### config.mk
export PLATFORM = sky130hd
export DESIGN_NAME = regfile_gen2
export DESIGN_NICKNAME = d
export VERILOG_FILES = /design/src/rtl/regfile_pkg.sv /design/src/rtl/regfile_dump_ctrl.sv /design/src/rtl/regfile_gen2.sv
export SDC_FILE = /design/constraint.sdc
export NUM_CORES = 1
export LEC_CHECK = 0
export ABC_AREA = 0
export BUFFER_PORTS_ARGS = -buffer_cell sky130_fd_sc_hd__buf_2
export CAP_MARGIN = 5
export CORE_MARGIN = 3
export CORE_UTILIZATION = 52
export DETAILED_ROUTE_END_ITERATION = 8
export PLACE_DENSITY = 0.69
export SYNTH_ARGS = -nofsm -noshare
export SYNTH_HDL_FRONTEND = slang
export SYNTH_SLANG_ARGS = --single-unit
export TNS_END_PERCENT = 50
### constraint.sdc
create_clock -name CLK -period 4.42 [get_ports CLK]
set_input_delay 0.442 -clock CLK [delete_from_list [all_inputs] [get_ports CLK]]
set_output_delay 0.442 -clock CLK [all_outputs]
set_load 0.05 [all_outputs]
### src/rtl/regfile_pkg.sv
// Shared defaults and dump FSM encoding for the regfile_gen2 register file.
package regfile_pkg;

    localparam int unsigned DATA_W_DEF   = 32;
    localparam int unsigned ADDR_W_DEF   = 4;
    localparam int unsigned BYPASS_DEF   = 1;
    localparam int unsigned ZERO_REG_DEF = 0;

    typedef enum logic [1:0] {
        DUMP_IDLE = 2'd0,
        DUMP_LOAD = 2'd1,
        DUMP_SEND = 2'd2
    } dump_state_e;

endpackage

### src/rtl/regfile_dump_ctrl.sv
// Dump sequencer: walks every register index and presents each word on a valid/ready port.
module regfile_dump_ctrl
    import regfile_pkg::*;
#(
    parameter int unsigned DATA_W = DATA_W_DEF,
    parameter int unsigned ADDR_W = ADDR_W_DEF
) (
    input  logic              i_clk,
    input  logic              i_rst_n,
    input  logic              i_req,
    input  logic              i_ready,
    input  logic [DATA_W-1:0] i_word,
    output logic              o_busy,
    output logic              o_valid,
    output logic [ADDR_W-1:0] o_addr,
    output logic [DATA_W-1:0] o_data,
    output logic              o_last
);

    localparam logic [ADDR_W-1:0] LAST_ADDR = '1;

    dump_state_e       r_state;
    logic              r_busy;
    logic              r_valid;
    logic              r_last;
    logic [ADDR_W-1:0] r_addr;
    logic [DATA_W-1:0] r_data;

    assign o_busy  = r_busy;
    assign o_valid = r_valid;
    assign o_last  = r_last;
    assign o_addr  = r_addr;
    assign o_data  = r_data;

    always_ff @(posedge i_clk or negedge i_rst_n) begin
        if (!i_rst_n) begin
            r_state <= DUMP_IDLE;
            r_busy  <= 1'b0;
            r_valid <= 1'b0;
            r_last  <= 1'b0;
            r_addr  <= '0;
            r_data  <= '0;
        end else begin
            case (r_state)
                DUMP_IDLE: begin
                    if (i_req) begin
                        r_state <= DUMP_LOAD;
                        r_busy  <= 1'b1;
                    end
                end
                DUMP_LOAD: begin
                    // i_word is the stored value before this edge, so a same-cycle write is not seen
                    r_data  <= i_word;
                    r_valid <= 1'b1;
                    r_last  <= (r_addr == LAST_ADDR);
                    r_state <= DUMP_SEND;
                end
                DUMP_SEND: begin
                    if (i_ready) begin
                        r_valid <= 1'b0;
                        r_last  <= 1'b0;
                        if (r_last) begin
                            r_state <= DUMP_IDLE;
                            r_busy  <= 1'b0;
                            r_addr  <= '0;
                        end else begin
                            r_addr  <= r_addr + 1'b1;
                            r_state <= DUMP_LOAD;
                        end
                    end
                end
                default: begin
                    r_state <= DUMP_IDLE;
                end
            endcase
        end
    end

endmodule

### src/rtl/regfile_gen2.sv
// Two-read/one-write register file with byte-masked writes, per-entry valid bits,
// optional write forwarding and hardwired zero register, plus a streaming dump port.
module regfile_gen2
    import regfile_pkg::*;
#(
    parameter int unsigned DATA_W   = DATA_W_DEF,
    parameter int unsigned ADDR_W   = ADDR_W_DEF,
    parameter int unsigned BYPASS   = BYPASS_DEF,
    parameter int unsigned ZERO_REG = ZERO_REG_DEF
) (
    input  logic                CLK,
    input  logic                RESET,
    input  logic [ADDR_W-1:0]   Raddr1,
    input  logic [ADDR_W-1:0]   Raddr2,
    output logic [DATA_W-1:0]   Read1,
    output logic [DATA_W-1:0]   Read2,
    input  logic [ADDR_W-1:0]   Waddr,
    input  logic [DATA_W-1:0]   Writedata,
    input  logic [DATA_W/8-1:0] Wmask,
    input  logic                RegWr,
    input  logic                DumpReq,
    output logic                DumpBusy,
    output logic                DumpValid,
    input  logic                DumpReady,
    output logic [ADDR_W-1:0]   DumpAddr,
    output logic [DATA_W-1:0]   DumpData,
    output logic                DumpLast
);

    localparam int unsigned DEPTH  = 2 ** ADDR_W;
    localparam int unsigned NBYTES = DATA_W / 8;

    logic [DATA_W-1:0] r_mem [DEPTH];
    logic [DEPTH-1:0]  r_valid;

    logic              w_we;
    logic [DATA_W-1:0] w_wold;
    logic [DATA_W-1:0] w_wmerge;
    logic [DATA_W-1:0] w_dump_word;

    assign w_we = RegWr && !((ZERO_REG != 0) && (Waddr == '0));

    // Unmasked lanes of a never-written entry merge as zero, not stale array contents
    always_comb begin
        w_wold   = r_valid[Waddr] ? r_mem[Waddr] : '0;
        w_wmerge = w_wold;
        for (int unsigned b = 0; b < NBYTES; b++) begin
            if (Wmask[b]) begin
                w_wmerge[b*8 +: 8] = Writedata[b*8 +: 8];
            end
        end
    end

    always_comb begin
        Read1 = '0;
        if ((ZERO_REG != 0) && (Raddr1 == '0)) begin
            Read1 = '0;
        end else if ((BYPASS != 0) && w_we && (Raddr1 == Waddr)) begin
            Read1 = w_wmerge;
        end else if (r_valid[Raddr1]) begin
            Read1 = r_mem[Raddr1];
        end
    end

    always_comb begin
        Read2 = '0;
        if ((ZERO_REG != 0) && (Raddr2 == '0)) begin
            Read2 = '0;
        end else if ((BYPASS != 0) && w_we && (Raddr2 == Waddr)) begin
            Read2 = w_wmerge;
        end else if (r_valid[Raddr2]) begin
            Read2 = r_mem[Raddr2];
        end
    end

    always_comb begin
        w_dump_word = '0;
        if (!((ZERO_REG != 0) && (DumpAddr == '0)) && r_valid[DumpAddr]) begin
            w_dump_word = r_mem[DumpAddr];
        end
    end

    always_ff @(posedge CLK) begin
        if (w_we) begin
            r_mem[Waddr] <= w_wmerge;
        end
    end

    always_ff @(posedge CLK or negedge RESET) begin
        if (!RESET) begin
            r_valid <= '0;
        end else if (w_we) begin
            r_valid[Waddr] <= 1'b1;
        end
    end

    regfile_dump_ctrl #(
        .DATA_W (DATA_W),
        .ADDR_W (ADDR_W)
    ) u_dump_ctrl (
        .i_clk   (CLK),
        .i_rst_n (RESET),
        .i_req   (DumpReq),
        .i_ready (DumpReady),
        .i_word  (w_dump_word),
        .o_busy  (DumpBusy),
        .o_valid (DumpValid),
        .o_addr  (DumpAddr),
        .o_data  (DumpData),
        .o_last  (DumpLast)
    );

endmodule
==> results of run 1 <==
power groups by stage:
stage               clock network, W  logic [W]  registers, W
floorplan                          0    0.00390       0.00690
global placement                   0    0.00559       0.00671
detailed placement                 0    0.00566       0.00672
CTS                          0.00565    0.00567       0.00661
global route                 0.00588    0.00594       0.00665
finish                       0.00558    0.00567       0.00662
logic make-up (layout without fill, tap and decap cells):
group | Yosys count | count (layout)
compound gates | 210 | 210
xor+xnor | 8 | 8
fa+ha+maj | 1 | 1
buf+inv | 316 | 483
flops | 569 | 569
mux | 630 | 630
other cells | 0 | 2
simple gates | 163 | 163
registers in the layout, indices dropped and copies added (netlist names):
signal,cells
u_dump_ctrl.o_addr,4
u_dump_ctrl.o_valid,1
r_valid,16
u_dump_ctrl.o_busy,1
u_dump_ctrl.o_data,32
u_dump_ctrl.r_state,2
r_mem,512
u_dump_ctrl.o_last,1
Yosys cell counts (all sizes together), types with 5 or more instances:
cell type / n
a22oi: 66
a31oi: 33
and2: 33
buf: 124
clkbuf: 59
dfrtp: 57
edfxtp: 512
inv: 133
mux4: 624
nand2: 74
nand2b: 5
nand3: 6
nor2: 15
nor3: 6
o21ai: 40
o22ai: 64
or2: 16
xor2: 6
worst max path at each step:
stage	to	slack [ps]	depth (start not counted)
floorplan	r_mem[0][0]	370	4
global placement	Read1[10]	450	7
detailed placement	Read1[24]	480	8
CTS	Read1[24]	460	8
global route	Read1[12]	340	8
finish	Read1[12]	390	8
final cells by class:
| class | count | area, um^2 |
|---|---|---|
| tap | 855 | 1070 |
| clock inverter | 45 | 489.2 |
| sequential | 569 | 16810 |
| inverter | 133 | 499.2 |
| multi-input combinational | 1012 | 16490 |
| clock buffer | 76 | 1720 |
| antenna | 2 | 5.005 |
| fill | 4661 | 26390 |
| timing repair buffer | 229 | 1575 |
stage by stage:
step | utilization | setup WS [ps] | hold WS (ps) | power [W] | cells
4_1_cts | 0.5943 | 461.2 | 21.43 | 0.01793 | 2919
2_1_floorplan | - | 373.4 | 146.4 | 0.01081 | 1897
6_report | 0.5943 | 392.5 | 15.25 | 0.01787 | 2921
3_5_place_dp | 0.5603 | 481.7 | 470.3 | 0.01238 | 2798
3_3_place_gp | 0.5602 | 454.4 | 456.3 | 0.01230 | 2797
5_1_grt | 0.5943 | 335.3 | 72.52 | 0.01847 | 2919
layer usage:
layer	global-route usage	share of wire	wire length, um	up-vias
li1	-	-	-	8504
met1	0.4188	0.35	37150	11610
met2	0.4801	0.47	50960	1930
met3	0.09351	0.14	14680	324
met4	0.1257	0.043	4667	2
met5	0	0.00012	13	-
critical path, cell delays in order:
cell     delay, ps
buf_8          450
mux4_2         580
a22oi_1        240
nand2_2        520
buf_4          440
a31oi_1        400
o22ai_1        180
buf_2          250
==> flow_metrics.py, run 1 <==
metrics = {
    "status": {
        "status": "finished, final reports clean",
    },
    "critical_path": {
        "worstReg2RegEnd": "r_mem[2][12]",
        "required_ps": 3980,
        "start_kind": "input port",
        "path_max_fanout": 53,
        "arrival_ps": 3590,
        "r2r.worst_path.cells": 6,
        "r2r_start": "r_valid[0]",
        "cp-startpoint": "Waddr[0]",
        "reg2reg_setup_slack_ps": 1260,
        "critPathCaptureType": "output pin",
        "crit_type": "input port to output pin",
    },
    "global_route": {
        "overflow": 0,
        "grt_pass1_wl_um": 157300,
        "grt_usage": 0.3105,
        "grt_pass1_vias": 23010,
        "antenna_found_initial": 4,
        "grt_max_degree": 90,
    },
    "logic_synthesis": {
        "synth_top_family_by_area": "multiplexers",
        "synth_top_area_frac": 0.4450,
        "synth-compound-area-share": 0.03904,
        "synthAdderAreaFrac": 0.0003622,
        "syn-cell-area_um2": 34550,
        "synth.avg_cell_area_um2": 18.21,
        "synthXorXnorAreaFrac": 0.002028,
        "synthSimpleGateAreaFrac": 0.02282,
        "synth_cell_type_count": 35,
        "yosysTopAreaCell": "edfxtp_1",
        "seq_area_frac_synth": 0.4863,
        "synthCells": 1897,
        "async_reset_ff_frac": 0.1002,
        "synth_area_leaders": "edfxtp_1, mux4_2, dfrtp_1",
        "ys.flop_type": "edfxtp_1",
        "ys_warn_count": 0,
        "synthMuxAreaShare": 0.4086,
        "syn-num-nets": 1951,
        "synth_enable_flop_cells": 512,
        "ys_ff_latch": 569,
    },
    "timing": {
        "relSlewSlack": 0.2815,
        "final_max_slew_viol_count": 0,
        "hold_viol": 0,
        "max_freq_ghz": 0.2483,
        "tightest_slew_ps": 1078,
        "grt_setup_unrepaired": "false",
        "fin_crit_sh": 0.9112,
        "setup_violations": 0,
        "setup_tns_ps": 0,
        "fin_crit_ps": 4028,
        "skew_ps": 20.78,
    },
    "die": {
        "die_y_um": 263.8,
        "die_area_um2": 69560,
        "coreArea_um2": 65050,
        "initial_core_util": 0.5311,
        "io_pins": 156,
        "die-width_um": 263.8,
        "rows": 93,
    },
    "power_and_ir_drop": {
        "leakage_nw": 13.03,
        "swShare": 0.3347,
        "comb_power_share": 0.317,
        "vdd_drop_max_mv": 0.3515,
        "power.share.clock": 0.312,
        "p_int_w": 0.01189,
        "power_density_nw_per_um2": 462.4,
        "power_switching_w": 0.005983,
        "sequentialPowerShare": 0.370,
    },
    "drt": {
        "finalWirelength_um": 107500,
        "drcViolationCount": 0,
        "drtPass1Iterations": 6,
        "drtIter0Drc": 3392,
        "ant_nets": 0,
        "post_drt_wl_per_cell_um": 36.79,
        "vias": 22370,
        "avgViaCountPerCell": 7.658,
    },
    "place": {
        "placed_area_um2": 36450,
        "gp_congestion": 0.8523,
        "io_buffers": 155,
        "hpwlAfterDp_um": 62690,
    },
    "worst_hold_path": {
        "holdCritPathClass": "input port to async pin",
    },
    "final_layout": {
        "areaGrowthSynthToFinish_pct": 11.90,
        "final_common_cell": "mux4_2",
        "finish.instance_area_um2": 38660,
        "drive_above_1_share": 0.4859,
        "final_nets": 2065,
        "final_cell_mix": "mux4_2, edfxtp_1, buf_2",
    },
    "cts": {
        "ctsHoldBuffers": 0,
        "numCtsBuffers": 66,
        "path_clk_slew_ps": 60,
        "htree_levels": 3,
        "cts_tree": "done",
        "cts_setup_buffers": 0,
        "cts_sinks": 569,
        "clockRootBuffer": "clkbuf_16",
        "clk_latency_ps": 610,
        "post_cts_resized": 0,
        "cts_buffer_depth": 3,
    },
    "flow_run": {
        "drv_cap": 0,
    },
}
(Power assumes the default switching activity.)
==> run 2, diff against run 1 <==
--- a/config.mk
+++ b/config.mk
@@ -8,10 +8,12 @@
 export ABC_AREA = 0
 export BUFFER_PORTS_ARGS = -buffer_cell sky130_fd_sc_hd__buf_2
 export CAP_MARGIN = 5
+export CORE_ASPECT_RATIO = 0.8
 export CORE_MARGIN = 3
 export CORE_UTILIZATION = 52
 export DETAILED_ROUTE_END_ITERATION = 8
 export PLACE_DENSITY = 0.69
+export SKIP_CTS_REPAIR_TIMING = 1
 export SYNTH_ARGS = -nofsm -noshare
 export SYNTH_HDL_FRONTEND = slang
 export SYNTH_SLANG_ARGS = --single-unit
==> flow_metrics.py, run 2 (synthesis gave the netlist of run 1 again) <==
metrics = {
    "cts": {
        "clockRootBuffer": "clkbuf_16",
        "cts_buffer_depth": 3,
        "path_clk_slew_ps": 60,
        "cts_sinks": 569,
        "htree_levels": 2,
        "numCtsBuffers": 59,
        "cts_tree": "done",
        "clk_latency_ps": 640,
    },
    "power_and_ir_drop": {
        "p_int_w": 0.01173,
        "leakage_nw": 12.95,
        "power.share.clock": 0.304,
        "swShare": 0.3378,
        "power_density_nw_per_um2": 459.5,
        "sequentialPowerShare": 0.375,
        "comb_power_share": 0.321,
        "power_switching_w": 0.005980,
        "vdd_drop_max_mv": 0.3487,
    },
    "global_route": {
        "grt_pass1_vias": 22550,
        "grt_max_degree": 111,
        "grt_pass1_wl_um": 158900,
        "antenna_found_initial": 6,
        "grt_usage": 0.3174,
        "overflow": 0,
    },
    "critical_path": {
        "required_ps": 3980,
        "path_max_fanout": 19,
        "r2r.worst_path.cells": 5,
        "arrival_ps": 3200,
        "critPathCaptureType": "output pin",
        "r2r_start": "u_dump_ctrl.o_addr[0]",
        "reg2reg_setup_slack_ps": 1210,
        "start_kind": "flip-flop",
        "crit_type": "flip-flop to output pin",
        "worstReg2RegEnd": "u_dump_ctrl.o_data[4]",
    },
    "timing": {
        "fin_crit_sh": 0.8234,
        "hold_viol": 0,
        "setup_tns_ps": 0,
        "tightest_slew_ps": 1135,
        "max_freq_ghz": 0.2748,
        "fin_crit_ps": 3640,
        "final_max_slew_viol_count": 0,
        "grt_setup_unrepaired": "false",
        "setup_violations": 0,
        "skew_ps": 22.03,
        "relSlewSlack": 0.2433,
    },
    "final_layout": {
        "final_nets": 2057,
        "nFillCells": 4678,
        "drive_above_1_share": 0.4839,
        "areaGrowthSynthToFinish_pct": 11.55,
        "finish.instance_area_um2": 38540,
        "final_common_cell": "mux4_2",
        "largest-register": "r_mem",
        "largest_reg_flops": 512,
        "multi_input_area_um2": 16490,
        "seqCellArea_um2": 16810,
        "final_cell_mix": "mux4_2, edfxtp_1, buf_2",
    },
    "drt": {
        "vias": 22570,
        "post_drt_wl_per_cell_um": 37.68,
        "drtIter0Drc": 3561,
        "finalWirelength_um": 109400,
        "avgViaCountPerCell": 7.773,
        "drcViolationCount": 0,
        "ant_nets": 0,
        "drtPass1Iterations": 5,
    },
    "die": {
        "rows": 83,
        "die-width_um": 294.2,
        "die_y_um": 236.5,
        "coreArea_um2": 64910,
        "io_pins": 156,
        "initial_core_util": 0.5323,
        "die_area_um2": 69580,
    },
    "worst_hold_path": {
        "min_path_cells": 2,
        "hp-start": "DumpReady",
        "hold_end": "u_dump_ctrl.r_state[1]",
        "holdCritPathClass": "input port to flip-flop",
    },
    "place": {
        "placed_area_um2": 36450,
        "hpwlAfterDp_um": 63480,
        "io_buffers": 155,
        "gp_congestion": 0.8563,
    },
    "status": {
        "status": "finished, final reports clean",
    },
    "flow_run": {
        "drv_cap": 0,
    },
}
[run 2: cell types whose count changed in the layout (fill, tap and decap cells not counted), sizes merged]
cell         before  now
buf             229  227
bufinv            9   12
clkbuf           76   64
clkinv           27   26
clkinvlp          5    6
dlygate4sd3       0    1
inv             137  135
[run 2: layout make-up]
cell class | count | share of cell area
antenna | 2 | 0.0001299
clock buffer | 64 | 0.03935
clock inverter | 46 | 0.01442
inverter | 133 | 0.01295
multi-input combinational | 1012 | 0.4278
sequential | 569 | 0.4363
tap | 850 | 0.02760
timing repair buffer | 228 | 0.04140
[run 2: worst max path at each step]
stage | cells after the start | startpoint | to
finish | 7 | r_valid[2] | Read1[30]
global placement | 8 | Waddr[0] | Read1[23]
floorplan | 4 | Waddr[1] | r_mem[0][0]
CTS | 7 | r_valid[2] | Read2[25]
detailed placement | 8 | Waddr[0] | Read1[23]
global route | 6 | r_valid[2] | Read2[14]
[run 2: per-layer routing]
layer	GRT usage	vias up	wire, um
met5	0	-	39
met4	0.1223	6	4560
met3	0.1148	319	16110
met2	0.4699	2086	50150
met1	0.4359	11690	38550
li1	-	8472	-
[run 2: through the flow]
step	utilization	std cells	setup WS (ps)	hold slack (ps)	power [W]
after global routing	0.5936	2902	712.5	70.22	0.01829
after CTS	0.5935	2901	824.0	-246.5	0.01774
final	0.5937	2904	780.5	69.98	0.01771
after detailed placement	0.5616	2791	966.3	415.9	0.01240
after floorplan	-	1897	373.4	146.4	0.01081
after global placement	0.5616	2791	962.5	408.9	0.01235
[run 2: power by group through the flow]
stage	sequential [W]	combinational (W)	clock, W
floorplan	0.00690	0.00390	0
global placement	0.00672	0.00563	0
detailed placement	0.00673	0.00567	0
CTS	0.00662	0.00568	0.00544
global route	0.00667	0.00596	0.00566
finish	0.00663	0.00569	0.00538
[run 2: worst max-delay path, cell delays in order, from the launching register on]
cell	delay, ps
dfrtp_1	460
mux4_2	480
a22oi_1	240
nand2_2	280
buf_12	280
a31oi_1	300
o22ai_1	210
buf_2	280
